`config.mk`:
```
export PLATFORM = sky130hd
export DESIGN_NAME = rr_code_arbiter
export DESIGN_NICKNAME = d
export VERILOG_FILES = /design/src/rtl/arb_pkg.sv /design/src/rtl/rr_pick8.sv /design/src/rtl/rr_code_arbiter.sv
export SDC_FILE = /design/constraint.sdc
export NUM_CORES = 1
export LEC_CHECK = 0
export CAP_MARGIN = 20
export CORE_MARGIN = 4
export CORE_UTILIZATION = 54
export CTS_BUF_LIST = sky130_fd_sc_hd__clkbuf_4
export DETAILED_ROUTE_END_ITERATION = 8
export PLACE_DENSITY = 0.81
export SLEW_MARGIN = 40
export SYNTH_ARGS = -nofsm -noshare
export SYNTH_HDL_FRONTEND = slang
export SYNTH_SLANG_ARGS = --single-unit
```
`constraint.sdc`:
```
create_clock -name clk -period 3.39 [get_ports clk]
set_clock_uncertainty 0.1 [all_clocks]
set_input_delay 0.8475 -clock clk [delete_from_list [all_inputs] [get_ports clk]]
set_output_delay 0.8475 -clock clk [all_outputs]
set_load 0.05 [all_outputs]
```
`src/rtl/arb_pkg.sv`:
```
// Shared types and sizes for the round-robin code arbiter.
// Pure declarations: no logic, no latency, no flow control.
package arb_pkg;
  localparam int ARB_N_REQ  = 8;
  localparam int ARB_CODE_W = 3;

  typedef enum logic [1:0] {
    IDLE    = 2'd0,
    GRANT   = 2'd1,
    RELEASE = 2'd2
  } arb_state_t;
endpackage

```
`src/rtl/rr_pick8.sv`:
```
// Round-robin winner search: rotate req by ptr, find lowest set bit, un-rotate.
// Purely combinational, zero latency; no flow control.
module rr_pick8
  import arb_pkg::*;
(
  input  logic [ARB_N_REQ-1:0]  req,
  input  logic [ARB_CODE_W-1:0] ptr,
  output logic [ARB_CODE_W-1:0] win,
  output logic                  any
);
  // Doubling all but the top bit is enough to cover every rotation up to ptr=7.
  logic [2*ARB_N_REQ-2:0] dbl;
  logic [ARB_N_REQ-1:0]   rot;
  logic [ARB_CODE_W-1:0]  off;

  always_comb begin
    dbl = {req[ARB_N_REQ-2:0], req};
    rot = dbl[ptr +: ARB_N_REQ];
    off = '0;
    for (int i = ARB_N_REQ - 1; i >= 0; i--) begin
      if (rot[i]) off = ARB_CODE_W'(i);
    end
    win = off + ptr;
    any = |req;
  end
endmodule

```
`src/rtl/rr_code_arbiter.sv`:
```
// Round-robin owner of the 3-to-8 decoder code; grant 1 cycle after request, RELEASE+IDLE gap between owners.
// Grants held until done/withdrawal (or MAX_HOLD when RR_ARB_TIMEOUT_EN is defined); no preemption.
module rr_code_arbiter
  import arb_pkg::*;
#(
  parameter int MAX_HOLD = 15
) (
  input  logic                  clk,
  input  logic                  rst_n,
  input  logic [ARB_N_REQ-1:0]  req,
  input  logic                  done,
  output logic [ARB_CODE_W-1:0] grant_code,
  output logic                  grant_valid,
  output logic                  busy,
  output logic                  timeout
);
  if (MAX_HOLD < 1 || MAX_HOLD > 255) begin : g_bad_max_hold
    $error("rr_code_arbiter: MAX_HOLD must be in 1..255");
  end

  arb_state_t            state_q, state_d;
  logic [ARB_CODE_W-1:0] grant_code_q, grant_code_d;
  logic [ARB_CODE_W-1:0] ptr_q, ptr_d;
  logic                  grant_valid_q, grant_valid_d;
  logic                  busy_q, busy_d;
  logic                  timeout_q, timeout_d;
  logic [ARB_CODE_W-1:0] pick_win;
  logic                  pick_any;
  logic                  release_now;
  logic                  hold_expired;

`ifdef RR_ARB_TIMEOUT_EN
  logic [7:0] hold_cnt_q, hold_cnt_d;
  assign hold_expired = (hold_cnt_q == 8'(MAX_HOLD - 1));
`else
  assign hold_expired = 1'b0;
`endif

  rr_pick8 u_pick (
    .req (req),
    .ptr (ptr_q),
    .win (pick_win),
    .any (pick_any)
  );

  always_comb begin
    state_d       = state_q;
    grant_code_d  = grant_code_q;
    grant_valid_d = grant_valid_q;
    ptr_d         = ptr_q;
    timeout_d     = 1'b0;
    release_now   = done | ~req[grant_code_q];
`ifdef RR_ARB_TIMEOUT_EN
    hold_cnt_d    = hold_cnt_q;
`endif
    case (state_q)
      IDLE: begin
        if (pick_any) begin
          grant_code_d  = pick_win;
          grant_valid_d = 1'b1;
          state_d       = GRANT;
`ifdef RR_ARB_TIMEOUT_EN
          hold_cnt_d    = '0;
`endif
        end
      end
      GRANT: begin
        if (release_now || hold_expired) begin
          state_d       = RELEASE;
          grant_valid_d = 1'b0;
          timeout_d     = ~release_now;
        end else begin
`ifdef RR_ARB_TIMEOUT_EN
          hold_cnt_d = hold_cnt_q + 8'd1;
`endif
        end
      end
      RELEASE: begin
        ptr_d   = grant_code_q + 3'd1;
        state_d = IDLE;
      end
      default: begin
        state_d       = IDLE;
        grant_valid_d = 1'b0;
      end
    endcase
    busy_d = (state_d != IDLE);
  end

  always_ff @(posedge clk or negedge rst_n) begin
    if (!rst_n) begin
      state_q       <= IDLE;
      grant_code_q  <= '0;
      grant_valid_q <= 1'b0;
      busy_q        <= 1'b0;
      timeout_q     <= 1'b0;
      ptr_q         <= '0;
`ifdef RR_ARB_TIMEOUT_EN
      hold_cnt_q    <= '0;
`endif
    end else begin
      state_q       <= state_d;
      grant_code_q  <= grant_code_d;
      grant_valid_q <= grant_valid_d;
      busy_q        <= busy_d;
      timeout_q     <= timeout_d;
      ptr_q         <= ptr_d;
`ifdef RR_ARB_TIMEOUT_EN
      hold_cnt_q    <= hold_cnt_d;
`endif
    end
  end

  assign grant_code  = grant_code_q;
  assign grant_valid = grant_valid_q;
  assign busy        = busy_q;
  assign timeout     = timeout_q;
endmodule
```
==> qor.txt <==
Synthesis warning total -> 0
Post-CTS Setup Repair Bufs -> 0
Critical path launch point type -> input port
Hold Slack -> 0.414 ns
Die Y -> 50.9 um
RePlAce Congestion -> 0.884
CP arrival -> 3.27 ns
Gate Count Post-Synth -> 107
CTS max path bufs -> 2
Clock Sinks -> 10
Final setup fails -> 0
R2R cell count -> 10
DRC -> 0
DRT antenna net count -> 0
Fmax -> 0.313 GHz
Routed len/inst -> 15.7 um
I/O Buffers -> 15
Vias in the first global route -> 892
RSZ-0062 raised after global routing -> no
Gr ovfl total -> 0
WP data required -> 3.46 ns
Routing usage on met3 -> 5.25%
Hold Path Stages -> 2
Core Rows -> 15
GR Util met2 -> 34.3%
Vias per cell -> 6.15
Largest cells by area after synthesis -> dfrtp_1, mux4_1, mux4_2
Layout net count -> 147
Filler Cells Inserted -> 148
Syn_nets -> 121
Crit Path Max Fanout -> 5
Pre-CTS WS -> -0.0588 ns
FF-to-FF setup slack -> 0.56 ns
Final Max Slew Viols -> 0
Power Density -> 813 nW/um2
Global-route usage over all layers -> 21.0%
Fin area -> 1240 um2
Final Power -> 1.01 mW
Sequential cell area -> 250 um2
Most common cell in the netlist -> a21oi_1
Setup WS post-layout -> 0.198 ns
TNS Setup -> 0 ns
Status -> completed
EDFF count, synth -> 0
Slew headroom -> 59.1%
Largest area contributor in the netlist -> dfrtp_1
Buffer type at the clock tree root -> clkbuf_4
Worst-path clk slew -> 0.06 ns
Die width -> 50.9 um
Initial Utilization -> 57.5%
Post-CTS sizing -> 0
Initial DRC Count -> 30
Layout cells sized above 1 -> 19.1%
Yosys top cell area share -> 25.2%
Yosys reg bits -> 10
Fin crit period -> 3.19 ns
Synth Cell Area -> 993 um2
Routed WL -> 2.45 mm
Period utilization -> 94.2%
Global route hottest layer -> met2
Worst hold path type -> reg2reg
Syn avg cell area -> 9.28 um2
Skew-Pair Late Insertion Delay -> 0.26 ns
CP Capture Type -> flip-flop
Worst-Margin Slew -> 0.613 ns
IO Pins -> 17
Final core occ -> 71.9%
Hold_sp -> grant_valid$_DFFE_PN0P_
Largest net degree at the start of global routing -> 19
Final hold vios -> 0
Via count -> 960
Hold-fix buffers, CTS -> 0
Initial antenna violation count -> 0
Hold Path End -> grant_valid$_DFFE_PN0P_
Maximum VDD drop -> 0.438 mV
Multi-input gate area -> 656 um2
Die ar. -> 2590 um2
LEAKAGE -> 0.545 nW
GRT met1 Usage -> 29.0%
Most common library cells after synthesis -> a21oi_1, dfrtp_1, inv_1, nand2_1
Fin cells -> 156
Worst reg2reg endpoint -> grant_code[2]$_DFFE_PN0P_
Detailed placement HPWL -> 1.99 mm
Main flop type after synthesis -> dfrtp_1
Core box area -> 1730 um2
Area after DPL -> 1220 um2
FFs w/ async S/R, synth -> 100%
CTS tree -> yes
Layout area overhead -> 24.9%
Total CTS buffers -> 3
H-tree depth -> 1
First-pass GRT wire length -> 4.12 mm
Crit Path Class -> in2reg
Seq/Total Area, Yosys -> 25.2%
Max-Cap Viols -> 0
DR pass1 iterations -> 4
Antenna cells -> 0
Synth unique cells -> 45
Inst Count DP -> 153
Reg2reg start -> ptr_q[0]$_DFFE_PN0N_
==> cell usage in the layout (no fill, tap or decap), types with 2 or more instances in the layout <==
cell type,instances
mux4_2,3
a21oi_1,11
buf_4,12
mux4_1,3
dfrtp_1,10
a31oi_1,3
xor2_1,2
o21a_1,3
o21ai_0,4
nor2_1,3
clkdlybuf4s50_1,15
nor3_1,3
o221ai_1,3
inv_1,10
nand2_1,9
ha_1,2
nor4_1,2
nand3_1,2
clkbuf_4,3
nand2b_1,4
mux2_2,2
==> cell type report <==
type                    instances  share of cell area [%]
multi-input cells              80                    52.8
flip-flops and latches         10                    20.2
repair buffers                 27                    19.4
inverters                      11                    3.33
well taps                      25                    2.52
clock buffers                   3                    1.81
==> worst max-delay path, cell delays in order <==
cell             delay (ns)
clkdlybuf4s50_1        0.57
a21oi_1                0.12
and2_1                 0.25
a211o_1                0.30
o221ai_1               0.19
a21oi_1                0.09
fa_1                   0.42
xor2_1                 0.16
and3_4                 0.16
o31ai_2                0.16
==> cells by family after synthesis <==
family | Yosys count | share of synthesized area, %
and+or+nand+nor | 31 | 17.6
adders and majority gates | 3 | 4.53
AOI/OAI and AO/OA | 33 | 22.5
DFF | 10 | 25.2
xor gates and xnor gates | 2 | 1.76
other | 1 | 0.377
muxes | 10 | 19.1
buffers and inverters | 17 | 8.82
==> sequential cells by signal, indices dropped and copies added, names as in the netlist <==
register and flops:
grant_valid 1, busy 1, grant_code 3, ptr_q 3, state_q 2
==> layer usage <==
layer  wire length [um]  part of all wire [%]
met1               1050                    43
met2               1260                    51
met3                149                   6.1
met4                  0                     0
met5                  0                     0
==> report_power, final <==
| group | internal [mW] | switching (mW) |
|---|---|---|
| clock | 0.0408 | 0.0370 |
| combinational | 0.299 | 0.338 |
| sequential | 0.181 | 0.114 |
| total | 0.520 | 0.489 |
==> worst max path at each step <==
stage	from	endpoint	depth (start not counted)
final	req[4]	grant_code[2]$_DFFE_PN0P_	10
after global routing	req[4]	grant_code[2]$_DFFE_PN0P_	10
after CTS	req[4]	grant_code[2]$_DFFE_PN0P_	12
after detailed placement	req[4]	grant_code[2]$_DFFE_PN0P_	12
after global placement	req[4]	grant_code[2]$_DFFE_PN0P_	12
after floorplan	req[5]	grant_code[2]$_DFFE_PN0P_	11
Note: power is estimated with default switching activity, not from simulation.
